File: src/rtl/frame_pair_aligner.sv
// frame_pair_aligner: locks prev/curr pixel streams on a shared SOF and emits them as one paired AXI-Stream
module frame_pair_aligner #(
   parameter int DATA_WIDTH = 32,
   parameter int H_RES      = 1920,
   parameter int V_RES      = 1080
) (
   input  logic                  aclk,
   input  logic                  aresetn,
   input  logic [DATA_WIDTH-1:0] s_prev_axis_tdata,
   input  logic                  s_prev_axis_tvalid,
   output logic                  s_prev_axis_tready,
   input  logic                  s_prev_axis_tlast,
   input  logic                  s_prev_axis_tuser,
   input  logic [DATA_WIDTH-1:0] s_curr_axis_tdata,
   input  logic                  s_curr_axis_tvalid,
   output logic                  s_curr_axis_tready,
   input  logic                  s_curr_axis_tlast,
   input  logic                  s_curr_axis_tuser,
   output logic [DATA_WIDTH-1:0] m_prev_axis_tdata,
   output logic [DATA_WIDTH-1:0] m_curr_axis_tdata,
   output logic                  m_axis_tvalid,
   input  logic                  m_axis_tready,
   output logic                  m_axis_tlast,
   output logic                  m_axis_tuser,
   output logic                  locked,
   output logic [15:0]           frame_cnt,
   output logic [15:0]           err_cnt
);
   localparam int XW = H_RES > 1 ? $clog2(H_RES) : 1;
   localparam int YW = V_RES > 1 ? $clog2(V_RES) : 1;
   localparam logic [0:0] WAIT_SOF = 1'b0;
   localparam logic [0:0] RUN      = 1'b1;
   logic [0:0]    state;
   logic [XW-1:0] x;
   logic [YW-1:0] y;
   logic          run;
   logic          slot_free;
   logic          both_valid;
   logic          both_sof;
   logic          sof;
   logic          eol;
   logic          last_pix;
   logic          check_ok;
   logic          fire;
   logic          bad;
   assign run        = state == RUN;
   assign slot_free  = !m_axis_tvalid || m_axis_tready;
   assign both_valid = s_prev_axis_tvalid && s_curr_axis_tvalid;
   assign both_sof   = !run && both_valid && s_prev_axis_tuser && s_curr_axis_tuser;
   assign sof        = (x == '0) && (y == '0);
   assign eol        = x == XW'(H_RES - 1);
   assign last_pix   = eol && (y == YW'(V_RES - 1));
   assign check_ok   = (s_prev_axis_tuser == sof) && (s_curr_axis_tuser == sof) &&
                       (s_prev_axis_tlast == eol) && (s_curr_axis_tlast == eol);
   assign fire       = run && both_valid && slot_free && check_ok;
   assign bad        = run && both_valid && !check_ok;
   assign locked     = run;
   // While hunting, non-SOF beats are dropped and SOF beats held; in RUN each side waits on the other
   assign s_prev_axis_tready = aresetn && (run ? slot_free && s_curr_axis_tvalid && check_ok
                                               : s_prev_axis_tvalid && !s_prev_axis_tuser);
   assign s_curr_axis_tready = aresetn && (run ? slot_free && s_prev_axis_tvalid && check_ok
                                               : s_curr_axis_tvalid && !s_curr_axis_tuser);
   // Lock state, raster position and status counters
   always_ff @(posedge aclk or negedge aresetn) begin
      if (!aresetn) begin
         state     <= WAIT_SOF;
         x         <= '0;
         y         <= '0;
         frame_cnt <= '0;
         err_cnt   <= '0;
      end else begin
         if (both_sof)
            state <= RUN;
         else if (bad)
            state <= WAIT_SOF;
         if (bad) begin
            x <= '0;
            y <= '0;
         end else if (fire) begin
            x <= eol ? '0 : x + XW'(1);
            if (eol)
               y <= last_pix ? '0 : y + YW'(1);
         end
         if (fire && last_pix)
            frame_cnt <= frame_cnt + 16'd1;
         if (bad && err_cnt != 16'hFFFF)
            err_cnt <= err_cnt + 16'd1;
      end
   end
   // Output slot: reloads only when empty or being drained, so a stalled pair stays stable
   always_ff @(posedge aclk or negedge aresetn) begin
      if (!aresetn) begin
         m_axis_tvalid     <= 1'b0;
         m_prev_axis_tdata <= '0;
         m_curr_axis_tdata <= '0;
         m_axis_tuser      <= 1'b0;
         m_axis_tlast      <= 1'b0;
      end else if (slot_free) begin
         m_axis_tvalid <= fire;
         if (fire) begin
            m_prev_axis_tdata <= s_prev_axis_tdata;
            m_curr_axis_tdata <= s_curr_axis_tdata;
            m_axis_tuser      <= sof;
            m_axis_tlast      <= eol;
         end
      end
   end
endmodule

File: config.mk
export PLATFORM = sky130hd
export DESIGN_NAME = frame_pair_aligner
export DESIGN_NICKNAME = d
export VERILOG_FILES = /design/src/rtl/frame_pair_aligner.sv
export SDC_FILE = /design/constraint.sdc
export NUM_CORES = 1
export LEC_CHECK = 0
export CORE_AREA = 2 2 109 111
export CTS_CLUSTER_DIAMETER = 100
export CTS_CLUSTER_SIZE = 24
export DETAILED_ROUTE_END_ITERATION = 10
export DIE_AREA = 0 0 111 113
export PLACE_DENSITY = 0.89
export SYNTH_ARGS = -nofsm -noshare
export SYNTH_HDL_FRONTEND = slang
export SYNTH_SLANG_ARGS = --single-unit
File: constraint.sdc
create_clock -name aclk -period 8.21 [get_ports aclk]
set_clock_uncertainty 0.2 [all_clocks]
set_input_delay 2.0525 -clock aclk [delete_from_list [all_inputs] [get_ports aclk]]
set_output_delay 2.0525 -clock aclk [all_outputs]
set_load 0.02 [all_outputs]
; ---- Word-level counts from Yosys, hierarchy flattened
; Index checks and enable logic that the tools add are counted.
; W data, S select, Z words.
[op_classes]
addsub = 4
eq_ne = 7
reduce_logical = 36
muxes = 11
[ops]
columns = operator, count
row1 = $mux W11, 7
row2 = $add A16 B1 Y16 const B, 2
row3 = $logic_and A1 B1 Y1, 23
row4 = $add A11 B1 Y11 const B, 2
row5 = $eq A11 B11 Y1 const B, 2
row6 = $logic_not A11 Y1, 2
row7 = $ne A16 B16 Y1 const B, 1
row8 = $reduce_bool A2 Y1, 3
row9 = $logic_not A1 Y1, 5
row10 = $eq A1 B1 Y1, 4
row11 = $mux W1, 4
row12 = $reduce_and A2 Y1, 2
row13 = $logic_or A1 B1 Y1, 1
[totals]
elab_cells = 68
regBits = 122
out_inout_bits = 102

; ---- Longest topological paths before layout
[depth]
ltp_word = 10
mapped_depth = 9

; ---- Worst setup path after synthesis
; OpenSTA, ideal clock, no wires.
[synth_timing]
path_type = input-to-output
from = in s_prev_axis_tuser
to = out s_curr_axis_tready
stages = 5
arrival_time_ps = 3254
n_path_buf = 1
setup_slack_ps = 2704
cell_sequence = a211o_2 > a21oi_2 > buf_2 > a32oi_1 > nor2b_1
[synth_via]
elab_chain_cells = 7
[synth_lines]
columns = item, line_no
row1 = "start, declared", 13  ; input logic s_prev_axis_tuser,
row2 = $eq A1 B1 Y1, 53  ; assign check_ok = (s_prev_axis_tuser == sof) && (s_curr_axis_tuser == sof) &&
row3 = $logic_and A1 B1 Y1 (2 in series), 53
row4 = $logic_and A1 B1 Y1, 54  ; (s_prev_axis_tlast == eol) && (s_curr_axis_tlast == eol);
row5 = $logic_and A1 B1 Y1, 61  ; assign s_curr_axis_tready = aresetn && (run ? slot_free && s_prev_axis_tvalid && check_ok
row6 = $mux W1, 61
row7 = $logic_and A1 B1 Y1, 61
row8 = "end, declared", 16  ; output logic s_curr_axis_tready,
; Every way passes these cells.

; ---- Worst setup path after layout
; Same ends and word-level chain as after synthesis.

==> impl_metrics.json <==
{
  "core_area_sq_mm": 0.0113,
  "async_reset_ff_frac": 1.00,
  "rsz0062_at_grt": "no",
  "power_frac_seq": 0.373,
  "internal_power_mw": 1.46,
  "cts.reportedPaths.clkPinSlew_ns": 0.06,
  "place_congestion": 0.897,
  "viasPerCell": 5.67,
  "ff_latch_area_sq_mm": 0.00305,
  "synth_top_area_frac": 0.548,
  "wirelength_um": 14000,
  "start_kind": "input port",
  "p_leak_nw": 3.63,
  "hold_path.class": "flop to flop",
  "grt.overflow.total": 0,
  "post-cts-setup-buffers": 0,
  "num_antenna_cells": 0,
  "first_pass_iters": 5,
  "cap_violations": 0,
  "yosysSeqAreaShare": 0.548,
  "nets": 713,
  "yosys.cell_count.top_type": "dfrtp_1",
  "fin_crit_ns": 6.59,
  "drv_slew": 0,
  "drive_gt1_frac": 0.182,
  "critPathRequiredTime_ns": 5.96,
  "crit_fanout": 22,
  "synth_commonest_cells": "dfrtp_1, mux2_2, nand2_1",
  "num_io_pins": 175,
  "die_y_um": 113,
  "vdd_drop_max_mv": 0.180,
  "io_buffer_count": 174,
  "synth_area_leader_cell": "dfrtp_1",
  "synth_ff_type": "dfrtp_1",
  "yosysWarnings": 0,
  "cts_tree": "built",
  "cts_hold_buf": 0,
  "ant_nets": 0,
  "clockBufferDepth": 2,
  "power_switching_uw": 644,
  "setup_viol": 0,
  "max_freq_ghz": 0.152,
  "synth_edf_count": 0,
  "place_hpwl_um": 9850,
  "start_util": 0.494,
  "slew_headroom": 0.182,
  "globalRouteTotalUtil": 0.230,
  "critPathKind": "input port to primary output",
  "first_iter_violations": 263,
  "cts_resized": 0,
  "combPwrFrac": 0.286,
  "die_x_um": 111,
  "synth-seq-cells": 122,
  "place_ws_ns": 1.62,
  "crit_arrival_ns": 4.34,
  "clockPowerShare": 0.340,
  "clkLatencyLatePin_ns": 0.41,
  "synth.area.top_cells": "dfrtp_1, mux2_2, xor2_1",
  "antenna_found_initial": 0,
  "dieArea_sq_mm": 0.0125,
  "grt_pass1_wl_um": 23100,
  "drcViolationCount": 0,
  "period_share": 0.803,
  "setup_tns_ns": 0,
  "crit_path_end_kind": "primary output",
  "root_buffer": "clkbuf_16",
  "cts-buffers-inserted": 17,
  "swShare": 0.306,
  "powerDensity_mw_per_mm2": 262,
  "synth_area_sq_mm": 0.00557,
  "wl_per_cell_um": 17.8,
  "rows": 39,
  "worstMarginPinSlew_ns": 1.22,
  "synth.distinct_cells": 53,
  "synthCells": 450,
  "hold_violations": 0,
  "multi_input_area_sq_mm": 0.00242,
  "outcome": "finished, final reports clean",
  "vias": 4478,
  "syn_to_final_growth_pct": 44.1,
  "syn_nets": 529,
  "grt_max_degree": 65,
  "first_global_vias": 4529,
  "fill_cells": 754,
  "htree_levels": 4,
  "finalWorstSetupSlack_ns": 1.62,
  "avgSynthCellArea_sq_um": 12.4,
  "clock_sinks": 122
}
-- critical path, stage by stage --
cell	delay (ns)
clkdlybuf4s50_1	0.54
a211o_2	0.44
a21oi_2	0.13
buf_4	0.27
a32oi_1	0.14
nor2b_1	0.14
clkdlybuf4s50_1	0.62
-- cell type report --
type	count	share of cell area
clock buffers	18	0.0547
clock inverters	14	0.0173
inverters	7	0.00327
multi-input cells	308	0.302
flip-flops and latches	122	0.380
repair buffers	178	0.220
well taps	143	0.0223
-- registers in the layout (all words and copies together) (netlist names) --
name / flops
frame_cnt: 16
err_cnt: 16
x: 11
y: 11
m_axis_tuser: 1
m_curr_axis_tdata: 32
m_prev_axis_tdata: 32
m_axis_tvalid: 1
locked: 1
m_axis_tlast: 1
-- worst paths after layout --
kind                                   start                   end  slack (ns)  depth (start not counted)
hold / removal                 frame_cnt[15]         frame_cnt[15]        0.28                          1
max in group asynchronous            aresetn  m_curr_axis_tdata[4]        5.03                          2
setup reg to reg                        x[6]  m_curr_axis_tdata[9]        4.14                          6
min in group asynchronous            aresetn         frame_cnt[10]        1.52                          1
hold reg to reg                frame_cnt[15]         frame_cnt[15]        0.28                          1
setup / recovery           s_prev_axis_tuser    s_curr_axis_tready        1.62                          7
-- routing by layer --
layer / part of all wire / GRT usage
met1: 0.40 / 0.286
met2: 0.51 / 0.393
met3: 0.077 / 0.0653
met4: 0.018 / 0.0733
met5: 0 / 0
-- layout by cell type, fill, tap and decap left out, types with 6 or more instances in the layout --
cell and count:
o21ai_0 9, clkbuf_16 17, nor2b_1 6, dfrtp_1 122, nand2_1 28, nand4_1 14
nor3_1 15, xnor2_1 16, inv_1 7, and2_1 6, clkdlybuf4s50_1 173, ha_1 6
mux2_2 65, nand3_1 22, nor2_1 21, and3_1 15, or4_1 6, xor2_1 17
a221o_1 8
-- through the flow --
stage	instances	util	hold WS [ns]	power [mW]	area (sq um)
after floorplan	450	-	0.314	1.07	5570
after global placement	758	0.661	0.262	1.37	7450
after detailed placement	758	0.661	0.269	1.40	7450
after CTS	790	0.712	0.278	2.12	8030
after global routing	790	0.712	0.305	2.19	8030
final	790	0.712	0.277	2.10	8030
-- power by group through the flow --
stage	Sequential, mW	Clock (mW)	Combinational [mW]
after floorplan	0.923	0	0.152
after global placement	0.785	0	0.588
after detailed placement	0.795	0	0.603
after CTS	0.786	0.729	0.608
after global routing	0.799	0.761	0.633
final	0.785	0.715	0.601
-- kinds of logic (layout without fill, tap and decap cells) --
group / Yosys count / count (layout) / synth area share
and+or+nand+nor: 154 / 154 / 0.156
DFF: 122 / 122 / 0.548
muxes: 71 / 71 / 0.143
AOI/OAI and AO/OA: 44 / 44 / 0.0678
xor gates and xnor gates: 33 / 33 / 0.0519
buffers and inverters: 20 / 217 / 0.0191
adders and majority gates: 6 / 6 / 0.0135
No activity file was read; power rests on OpenSTA's default activity.
